$ cat src/rtl/dds_pkg.sv
// ---------------------------------------------------------------------------
// dds_pkg
// Shared definitions for the harmonic_dds synthesiser:
//   - quad_e       : quadrant encoding of the top two phase-index bits
//   - sum_width()  : width of the signed per-frame accumulation register
//   - rom_entry()  : quarter-wave sine table value, evaluated at elaboration
// ---------------------------------------------------------------------------
package dds_pkg;

  // Top two bits of the phase index select the quadrant of the sine wave.
  typedef enum logic [1:0] {
    QUAD_RISE     = 2'b00,
    QUAD_FALL     = 2'b01,
    QUAD_NEG_RISE = 2'b10,
    QUAD_NEG_FALL = 2'b11
  } quad_e;

  localparam real PI = 3.14159265358979323846;

  // One bit of headroom per doubling of channels, plus the sign bit.
  function automatic int sum_width(input int out_w, input int channels);
    return out_w + $clog2(channels) + 1;
  endfunction

  // Samples are taken at the centre of each table step so the folded
  // quadrants join without repeating the peak or zero entries.
  function automatic int rom_entry(input int k, input int lut_aw, input int out_w);
    real amp;
    real ang;
    amp = real'((1 << (out_w - 1)) - 1);
    ang = (PI / 2.0) * (real'(k) + 0.5) / real'(1 << lut_aw);
    return $rtoi(amp * $sin(ang) + 0.5);
  endfunction

endpackage

$ cat src/rtl/quarter_sine_rom.sv
// ---------------------------------------------------------------------------
// quarter_sine_rom
// Synchronous-read quarter-wave sine table, one clock of read latency.
// Ports:
//   clk   in   system clock
//   addr  in   LUT_AW-bit table address
//   data  out  OUT_W-1 bit unsigned magnitude, registered
// ---------------------------------------------------------------------------
module quarter_sine_rom
  import dds_pkg::*;
#(
  parameter int LUT_AW = 6,
  parameter int OUT_W  = 10
) (
  input  logic              clk,
  input  logic [LUT_AW-1:0] addr,
  output logic [OUT_W-2:0]  data
);

  localparam int DEPTH = 1 << LUT_AW;

  logic [OUT_W-2:0] rom_tbl [DEPTH];

  // Table contents are constants computed during elaboration.
  for (genvar k = 0; k < DEPTH; k++) begin : g_rom
    localparam int VAL = rom_entry(k, LUT_AW, OUT_W);
    assign rom_tbl[k] = (OUT_W-1)'(VAL);
  end

  always_ff @(posedge clk) begin
    data <= rom_tbl[addr];
  end

endmodule

$ cat src/rtl/harmonic_dds.sv
// ---------------------------------------------------------------------------
// harmonic_dds
// Multi-channel DDS: CHANNELS phase accumulators share one quarter-wave ROM,
// serviced one per clock at the start of each SAMPLE_DIV-clock frame. The
// signed channel values are summed, averaged and output as offset binary.
// Ports:
//   clk           in   system clock
//   rst_n         in   asynchronous active-low reset
//   wr_en         in   frequency control word write strobe
//   wr_ch         in   channel addressed by the write
//   wr_fcw        in   phase increment per sample frame
//   ch_en         in   per-channel enable, sampled at frame start
//   phase_rst     in   request to clear all accumulators at next frame start
//   sample_out    out  offset-binary sample, held between strobes
//   sample_valid  out  one-clock strobe when sample_out updates
// ---------------------------------------------------------------------------
module harmonic_dds
  import dds_pkg::*;
#(
  parameter int CHANNELS   = 4,
  parameter int PHASE_W    = 24,
  parameter int LUT_AW     = 6,
  parameter int OUT_W      = 10,
  parameter int SAMPLE_DIV = 1000
) (
  input  logic                                                  clk,
  input  logic                                                  rst_n,
  input  logic                                                  wr_en,
  input  logic [((CHANNELS > 1) ? $clog2(CHANNELS) : 1)-1:0]    wr_ch,
  input  logic [PHASE_W-1:0]                                    wr_fcw,
  input  logic [CHANNELS-1:0]                                   ch_en,
  input  logic                                                  phase_rst,
  output logic [OUT_W-1:0]                                      sample_out,
  output logic                                                  sample_valid
);

  localparam int CH_W  = (CHANNELS > 1) ? $clog2(CHANNELS) : 1;
  localparam int CNT_W = $clog2(SAMPLE_DIV);
  localparam int SHIFT = $clog2(CHANNELS);
  localparam int SUM_W = sum_width(OUT_W, CHANNELS);
  localparam int IDX_W = LUT_AW + 2;
  localparam logic [OUT_W-1:0] MID = {1'b1, {(OUT_W-1){1'b0}}};

  logic [CNT_W-1:0]   cnt;
  logic               frame_start;
  logic               issue;
  logic               out_slot;

  logic [PHASE_W-1:0] fcw        [CHANNELS];
  logic [PHASE_W-1:0] shadow_fcw [CHANNELS];
  logic [PHASE_W-1:0] acc        [CHANNELS];
  logic [CHANNELS-1:0] en_q;
  logic               rst_pend;
  logic               clr_frame;

  logic [PHASE_W-1:0] cur_acc;
  logic [PHASE_W-1:0] cur_fcw;
  logic               cur_en;
  logic               cur_clear;
  logic [IDX_W-1:0]   phase_idx;
  quad_e              quad;
  logic [LUT_AW-1:0]  fold_addr;
  logic               fold_neg;

  logic               s1_valid, s1_neg, s1_zero;
  logic [LUT_AW-1:0]  s1_addr;
  logic               s2_valid, s2_neg, s2_zero;
  logic [OUT_W-2:0]   rom_data;
  logic signed [SUM_W-1:0] mag;
  logic signed [SUM_W-1:0] term;
  logic signed [SUM_W-1:0] sum;

  assign frame_start = (cnt == '0);
  assign issue       = (cnt < CNT_W'(CHANNELS));
  assign out_slot    = (cnt == CNT_W'(CHANNELS + 2));

  // Channel 0 is serviced in the frame-start cycle itself, before the
  // frame-start registers have captured their new values, so in that cycle
  // the live inputs are used instead of the registered copies.
  always_comb begin
    cur_acc = '0;
    cur_fcw = '0;
    cur_en  = 1'b0;
    for (int c = 0; c < CHANNELS; c++) begin
      if (cnt == CNT_W'(c)) begin
        cur_acc = acc[c];
        cur_fcw = frame_start ? fcw[c] : shadow_fcw[c];
        cur_en  = frame_start ? ch_en[c] : en_q[c];
      end
    end
    cur_clear = !cur_en || (frame_start ? (rst_pend || phase_rst) : clr_frame);
  end

  // Quadrant fold: odd quadrants read the table backwards, the lower half
  // of the wave negates the magnitude.
  always_comb begin
    phase_idx = cur_acc[PHASE_W-1 -: IDX_W];
    quad      = quad_e'(phase_idx[IDX_W-1 -: 2]);
    fold_addr = phase_idx[LUT_AW-1:0];
    fold_neg  = 1'b0;
    case (quad)
      QUAD_RISE:     begin fold_addr =  phase_idx[LUT_AW-1:0]; fold_neg = 1'b0; end
      QUAD_FALL:     begin fold_addr = ~phase_idx[LUT_AW-1:0]; fold_neg = 1'b0; end
      QUAD_NEG_RISE: begin fold_addr =  phase_idx[LUT_AW-1:0]; fold_neg = 1'b1; end
      QUAD_NEG_FALL: begin fold_addr = ~phase_idx[LUT_AW-1:0]; fold_neg = 1'b1; end
      default:       begin fold_addr =  phase_idx[LUT_AW-1:0]; fold_neg = 1'b0; end
    endcase
  end

  // Frame counter, control word storage, frame-start snapshots and the
  // accumulator update for whichever channel owns the current slot.
  always_ff @(posedge clk or negedge rst_n) begin
    if (!rst_n) begin
      cnt       <= '0;
      en_q      <= '0;
      rst_pend  <= 1'b0;
      clr_frame <= 1'b0;
      for (int c = 0; c < CHANNELS; c++) begin
        fcw[c]        <= '0;
        shadow_fcw[c] <= '0;
        acc[c]        <= '0;
      end
    end else begin
      cnt <= (cnt == CNT_W'(SAMPLE_DIV - 1)) ? '0 : cnt + 1'b1;

      if (frame_start) begin
        en_q      <= ch_en;
        clr_frame <= rst_pend || phase_rst;
        rst_pend  <= 1'b0;
        for (int c = 0; c < CHANNELS; c++) begin
          shadow_fcw[c] <= fcw[c];
        end
      end else if (phase_rst) begin
        rst_pend <= 1'b1;
      end

      for (int c = 0; c < CHANNELS; c++) begin
        if (wr_en && (wr_ch == CH_W'(c))) begin
          fcw[c] <= wr_fcw;
        end
        if (issue && (cnt == CNT_W'(c))) begin
          acc[c] <= cur_clear ? '0 : acc[c] + cur_fcw;
        end
      end
    end
  end

  quarter_sine_rom #(
    .LUT_AW (LUT_AW),
    .OUT_W  (OUT_W)
  ) u_rom (
    .clk  (clk),
    .addr (s1_addr),
    .data (rom_data)
  );

  always_comb begin
    mag  = signed'(SUM_W'(rom_data));
    term = s2_zero ? '0 : (s2_neg ? -mag : mag);
  end

  // Three-stage channel pipeline feeding the frame sum, then the averaged
  // offset-binary output once the last channel has been added.
  always_ff @(posedge clk or negedge rst_n) begin
    if (!rst_n) begin
      s1_valid     <= 1'b0;
      s1_neg       <= 1'b0;
      s1_zero      <= 1'b0;
      s1_addr      <= '0;
      s2_valid     <= 1'b0;
      s2_neg       <= 1'b0;
      s2_zero      <= 1'b0;
      sum          <= '0;
      sample_out   <= MID;
      sample_valid <= 1'b0;
    end else begin
      s1_valid <= issue;
      s1_neg   <= fold_neg;
      s1_zero  <= cur_clear;
      s1_addr  <= fold_addr;

      s2_valid <= s1_valid;
      s2_neg   <= s1_neg;
      s2_zero  <= s1_zero;

      if (frame_start) begin
        sum <= '0;
      end else if (s2_valid) begin
        sum <= sum + term;
      end

      sample_valid <= out_slot;
      if (out_slot) begin
        sample_out <= OUT_W'(sum >>> SHIFT) + MID;
      end
    end
  end

endmodule

$ cat config.mk
export PLATFORM = sky130hd
export DESIGN_NAME = harmonic_dds
export DESIGN_NICKNAME = d
export VERILOG_FILES = /design/src/rtl/dds_pkg.sv /design/src/rtl/quarter_sine_rom.sv /design/src/rtl/harmonic_dds.sv
export SDC_FILE = /design/constraint.sdc
export NUM_CORES = 1
export LEC_CHECK = 0
export CORE_MARGIN = 1.5
export CORE_UTILIZATION = 63
export CTS_CLUSTER_DIAMETER = 100
export CTS_CLUSTER_SIZE = 20
export DETAILED_ROUTE_END_ITERATION = 6
export HOLD_SLACK_MARGIN = 0.03
export MAX_ROUTING_LAYER = met4
export PLACE_DENSITY = 0.81
export REMOVE_ABC_BUFFERS = 1
export SYNTH_ARGS = -nofsm -noshare
export SYNTH_HDL_FRONTEND = slang
export SYNTH_SLANG_ARGS = --single-unit
$ cat constraint.sdc
create_clock -name clk -period 5.9 [get_ports clk]
set_clock_uncertainty 0.1 [all_clocks]
set_input_delay 1.18 -clock clk [delete_from_list [all_inputs] [get_ports clk]]
set_output_delay 1.18 -clock clk [all_outputs]
set_load 0.05 [all_outputs]
==> flow_summary.toml, run 1 <==
[yosys]
yosys.area.top_type = "dfrtp_1"
async_flop_share_pct = 97.21
synth-edff-count = 0
yosysSeqAreaShare_pct = 43.43
ys.warnings.count = 0
synth-seq-cells = 323
avgSynthCellArea_um2 = 9.502
syn_area_mm2 = 0.01851
ys.flop_type = "dfrtp_1"
netlist_instances = 1948
yosysTopAreaCellShare_pct = 42.32
ys_top_cells_by_area = "dfrtp_1 42%, nand2_1 8.1%, ha_1 8.0%"
synth.distinct_cells = 83

[clock_network]
post_cts_buffers = 0
htreeDepth = 1
postCtsHoldBufs = 0
cts_tree = "done"
clk_latency_ns = 0.53
ctsResizeCount = 0
clk_pin_slew_ns = 0.09
clock-root-buffer = "clkbuf_16"
cts_buffers = 20
clock_path_buffers = 3
cts.sinks = 323

[critical_path]
worstSetupEndpointType = "flip-flop"
crit_type = "flip-flop to flip-flop"
worstPathMaxFanout = 46
slowest_stage = "or4_4"
crit_buf_inv = 3
timing.critical_path.cells = "or4_4 -> nor3_4 -> and2_2 -> buf_12 -> buf_6 -> nand2_1 -> nand2_1 -> a21oi_1 -> o21ai_0 -> buf_4 -> ha_1 -> a21oi_1 -> o21a_1 -> nand3_1 -> o31ai_1 -> o21ai_0 -> a31oi_1 -> xor2_1 -> o21ai_0"
crit_path_frequent_cell = "o21ai_0"
cp-start-kind = "flip-flop"
r2r-start = "cnt[9]"
crit_family = "compound AO/OA/AOI/OAI gates"
rr_endpoint = "acc[20]"
max_stage_delay_ns = 0.61
cp.required_ns = 6.17
cp_data_arrival_time_ns = 5.80
ff2ff_path_depth = 19
reg2reg_slack_ns = 0.38

[flow_run]
cap_violations = 0

[sta]
period_share_pct = 93.61
fin_ws_ns = 0.3772
rsz0062_at_grt = "no"
timing.slew.headroom_pct = 21.70
report.final.slew_viol_count = 0
worst_slew_pin_slew_ns = 1.164
fin_setup_tns_ns = 0
fmax_mhz = 181.1
min_period_ns = 5.523
hold_viol = 0
setup_viol_count_final = 0

[floorplan]
die_w_um = 174.4
pin_count = 45
core-area_mm2 = 0.02878
std_cell_rows = 62
dieArea_mm2 = 0.03042
die_h_um = 174.4
start_util_pct = 64.31

[detailed_routing]
vias_per_cell = 6.230
drt-total-wl_um = 44290
drt_iter0_drc = 1294
antenna_left = 0
dr.pass1.iters = 7
vias = 14759
drc = 0
wire_per_inst_um = 18.70

[final_layout]
diodes = 0
drive_gt1_share_pct = 10.93
fin_area_mm2 = 0.02013
utilization_pct = 69.94
fin_nets = 2134
area_delta_synth_final_pct = 8.754

[global_routing]
grt_usage_pct = 30.54
grt_pass1_vias = 14687
antenna_found_initial = 0
grt_pass1_wl_um = 73910
grt_max_degree = 139
grt-ovfl-total = 0

[worst_hold_path]
hp-class = "flip-flop to flip-flop"
hold_depth = 0
min_to = "s2_zero"
min_from = "s1_zero"

[placed_design]
dp_hpwl_um = 30710
dpl_cell_area_mm2 = 0.01952
gp_congestion = 0.9340
io_buffers = 44
place_ws_ns = 0.1617

[power]
pwr-share-clk_pct = 33.0
p_sw_share_pct = 24.49
seq_power_share_pct = 58.1
p_leak_nw = 9.455
power_density_mw_per_mm2 = 213.0
vdd_drop_max_v = 0.0002525
p_comb_share_pct = 8.9
switchingPower_mw = 1.050
power.internal_mw = 3.238

[outcome]
status = "finished clean"
-- cells in the mapped netlist, types with 14 or more instances --
cell,number
dfrtp_1,313
nand2b_1,16
o31ai_1,44
o21ai_0,150
nor2_1,98
nand3_1,32
a221o_1,15
mux2i_1,17
a21o_1,27
o21bai_1,14
xor2_1,49
nor3_1,35
ha_1,118
inv_1,50
mux2_2,110
nand2_1,398
a21oi_1,84
nor2b_1,18
xnor2_1,51
clkbuf_1,68
-- worst register-to-register path: cells and delay by family (launching register included) --
family | cells | cell delay, ns
compound gates | 8 | 2.05
buf+inv | 3 | 0.87
flops | 1 | 0.43
fa+ha+maj | 1 | 0.27
simple gates | 6 | 1.51
xor+xnor | 1 | 0.15
-- layout by cell type, fill, tap and decap left out, drive strengths merged, types with 10 or more instances in the layout --
cell type	instances
clkbuf	28
o31ai	44
ha	118
or3	12
a211oi	10
nand3	32
nand2b	16
buf	52
a221o	15
nor3	37
clkdlybuf4s50	43
o21a	13
inv	52
mux2	110
o21bai	14
a21oi	85
a221oi	13
nor2b	18
nand2	399
o211ai	12
xor2	49
a21o	27
o21ai	152
xnor2	51
mux2i	17
a31oi	13
dfrtp	313
a22o	12
nor2	98
-- sequential cells by signal, summed over array words and instances (netlist names) --
register / count
s1_neg: 1
s2_neg: 1
shadow_fcw: 72
sum: 12
en_q: 3
s2_zero: 1
clr_frame: 1
s1_valid: 1
sample_valid: 1
fcw: 96
s2_valid: 1
s1_addr: 6
u_rom.data: 9
rst_pend: 1
s1_zero: 1
sample_out: 10
cnt: 10
acc: 96
-- how the worst max path moves through the flow --
stage,start,endpoint,slack [ns],cells after the start
CTS,cnt[9],acc[94],0.06,18
global route,cnt[8],acc[46],0.02,22
finish,cnt[9],acc[20],0.38,19
global placement,cnt[9],acc[92],0.41,18
detailed placement,cnt[9],acc[94],0.16,18
floorplan,cnt[0],acc[92],-1.44,17
-- layer usage --
layer  global-route usage (%)  vias to the layer above  share of wire (%)
met5                        -                        -                  0
met4                    8.046                        0                2.4
met3                    2.843                       81                4.9
met2                    50.50                      429                 49
met1                    40.60                     7294                 44
li1                         -                     6955                  -
-- metrics by stage --
step,instances,total power [mW],hold WS [ns]
6_report,2369,4.288,0.2546
3_5_place_dp,2339,2.919,0.2347
2_1_floorplan,1860,2.750,0.2312
3_3_place_gp,2339,2.888,0.2357
5_1_grt,2369,4.455,0.2714
4_1_cts,2369,4.316,0.2567
-- area by class of cell --
cell class	instances	area, µm²
Inverter	51	191.4
Fill cell	2157	8651
Clock inverter	2	20.02
Tap cell	384	480.5
Timing Repair Buffer	95	869.6
Multi-Input combinational cell	1486	9977
Sequential cell	323	8039
Clock buffer	28	551.8
-- power by group through the flow --
stage               combinational, mW  clock, mW  sequential (mW)
finish                          0.383       1.41             2.49
floorplan                       0.241          0             2.51
CTS                             0.387       1.44             2.49
global placement                0.364          0             2.52
detailed placement              0.385          0             2.53
global route                    0.425       1.52             2.51
-- logic make-up (layout without fill, tap and decap cells) --
family                     after synthesis  after routing  share of synthesized area (%)
and+or+nand+nor                        658            658                          15.49
AOI/OAI and AO/OA                      475            475                          16.89
DFF                                    323            323                          43.43
buffers and inverters                  139            176                          2.961
muxes                                  130            130                          7.977
adders and majority gates              123            123                          8.518
xor gates and xnor gates               100            100                          4.732
(Power assumes the default switching activity.)
==> run 2, diff against run 1 <==
Settings changed: CTS_CLUSTER_DIAMETER 100 to default.
==> flow_summary.toml, run 2 (synthesized netlist as in run 1, its figures left out) <==
[sta]
fin_setup_tns_ns = 0
timing.slew.headroom_pct = 20.13
period_share_pct = 94.86
worst_slew_pin_slew_ns = 1.187
holdWs_ns = 0.2466
min_period_ns = 5.597
hold_viol = 0
setup_viol_count_final = 0
rsz0062_at_grt = "no"
fmax_mhz = 178.7
report.final.slew_viol_count = 0
fin_ws_ns = 0.3033

[critical_path]
crit_path_start = "cnt[9]"
ff2ff_path_depth = 18
slowest_stage = "or4_4"
crit_buf_inv = 0
rr_endpoint = "acc[94]"
max_stage_delay_ns = 0.60
worstSetupEndpointType = "flip-flop"
reg2reg_slack_ns = 0.30
cp_data_arrival_time_ns = 5.91
crit_type = "flip-flop to flip-flop"
cp-start-kind = "flip-flop"
timing.critical_path.cells = "or4_4 -> nor3_4 -> and2_2 -> nand2_1 -> nand2_1 -> a221o_1 -> o21ai_0 -> o21ai_0 -> ha_1 -> a21oi_1 -> nor4b_1 -> o2bb2ai_1 -> o22ai_1 -> o41ai_2 -> o31ai_2 -> a311oi_1 -> xor2_1 -> o31ai_1"
worstPathMaxFanout = 6
cp.required_ns = 6.21
crit_family = "compound AO/OA/AOI/OAI gates"
r2r-start = "cnt[9]"

[placed_design]
dp_hpwl_um = 30710
gp_congestion = 0.9340
place_ws_ns = 0.1617
dp_cells = 2339
io_buffers = 44
dpl_cell_area_mm2 = 0.01952

[worst_hold_path]
hp-class = "flip-flop to flip-flop"
hold_depth = 0
min_to = "s2_neg"
min_from = "s1_neg"

[final_layout]
n_fill_cell = 2067
diodes = 0
layout.cells.non_filler = 2400
fin_area_mm2 = 0.02069
final_common_cell = "nand2_1"
drive_gt1_share_pct = 12.10
utilization_pct = 71.88
reg_top3 = "acc: 96 flops, fcw: 96 flops, shadow_fcw: 72 flops"
layout_common_cells = "398 x nand2_1, 313 x dfrtp_1, 149 x o21ai_0"
fin_nets = 2149
area_delta_synth_final_pct = 11.77

[global_routing]
grt_pass1_wl_um = 74820
grt_usage_pct = 31.14
grt_max_degree = 139
antenna_found_initial = 0
grt_pass1_vias = 14965
grt-ovfl-total = 0

[detailed_routing]
wire_per_inst_um = 18.81
drt_iter0_drc = 1114
antenna_left = 0
drc = 0
vias = 14982
dr.pass1.iters = 7
drt-total-wl_um = 45140
vias_per_cell = 6.243

[power]
power.total_mw = 5.049
p_leak_nw = 9.723
power_density_mw_per_mm2 = 244.1
vdd_drop_max_v = 0.0002623

[clock_network]
clk_latency_ns = 0.53
clock_path_buffers = 3
ctsResizeCount = 0
clock-root-buffer = "clkbuf_16"
cts_buffers = 35
clk_pin_slew_ns = 0.06
cts_tree = "done"
postCtsHoldBufs = 0
cts.sinks = 323
htreeDepth = 2
post_cts_buffers = 0

[floorplan]
die_w_um = 174.4
core-area_mm2 = 0.02878
pin_count = 45
start_util_pct = 64.31
dieArea_mm2 = 0.03042
std_cell_rows = 62
die_h_um = 174.4

[outcome]
status = "finished clean"

[flow_run]
cap_violations = 0
-- run 2: cell count changes in the layout (fill, tap and decap cells not counted) --
cell / previous run / this run
a41oi_1: 3 / 2
a41oi_2: 0 / 1
bufinv_16: 0 / 2
clkbuf_1: 7 / 12
clkbuf_16: 21 / 36
clkbuf_8: 0 / 5
clkinv_2: 0 / 3
clkinv_8: 0 / 1
clkinvlp_4: 0 / 1
inv_8: 1 / 0
o21ai_0: 147 / 149
o21ai_1: 5 / 3
-- run 2: layout make-up --
cell class | instances | area (µm²) | area share [%]
Tap cell | 384 | 480.5 | 2.322
Timing Repair Buffer | 95 | 869.6 | 4.203
Multi-Input combinational cell | 1486 | 9985 | 48.26
Clock buffer | 53 | 1015 | 4.905
Clock inverter | 8 | 107.6 | 0.5201
Sequential cell | 323 | 8039 | 38.86
Inverter | 51 | 191.4 | 0.9254
-- run 2: worst max-delay path by stage --
stage / end / slack, ns / cells past startpoint
3_5_place_dp: acc[94] / 0.16 / 18
4_1_cts: acc[94] / 0.08 / 18
5_1_grt: acc[71] / 0.01 / 19
6_report: acc[94] / 0.30 / 18
3_3_place_gp: acc[92] / 0.41 / 18
2_1_floorplan: acc[92] / -1.44 / 17
-- run 2: per-layer routing --
layer  vias to the layer above  share of wire (%)  track usage [%]  wire length (µm)
li1                       7001                  -                -                 -
met3                       124                4.9            3.390              2214
met1                      7404                 43            40.48             19470
met2                       453                 49            51.05             22000
met4                         0                3.2            10.56              1459
met5                         -                  0                -                 0
-- run 2: worst reg2reg max path, cell delays in order, from the launching register on --
cell	delay, ns
dfrtp_1	0.42
or4_4	0.61
nor3_4	0.26
and2_2	0.34
nand2_1	0.10
nand2_1	0.09
a221o_1	0.20
o21ai_0	0.10
o21ai_0	0.56
ha_1	0.41
a21oi_1	0.21
nor4b_1	0.27
o2bb2ai_1	0.21
o22ai_1	0.18
o41ai_2	0.52
o31ai_2	0.15
a311oi_1	0.38
xor2_1	0.14
o31ai_1	0.25
-- run 2: power by group --
group	total (mW)	switching [mW]	internal [mW]
clock	2.17	0.889	1.28
sequential	2.50	0.107	2.39
combinational	0.384	0.192	0.192
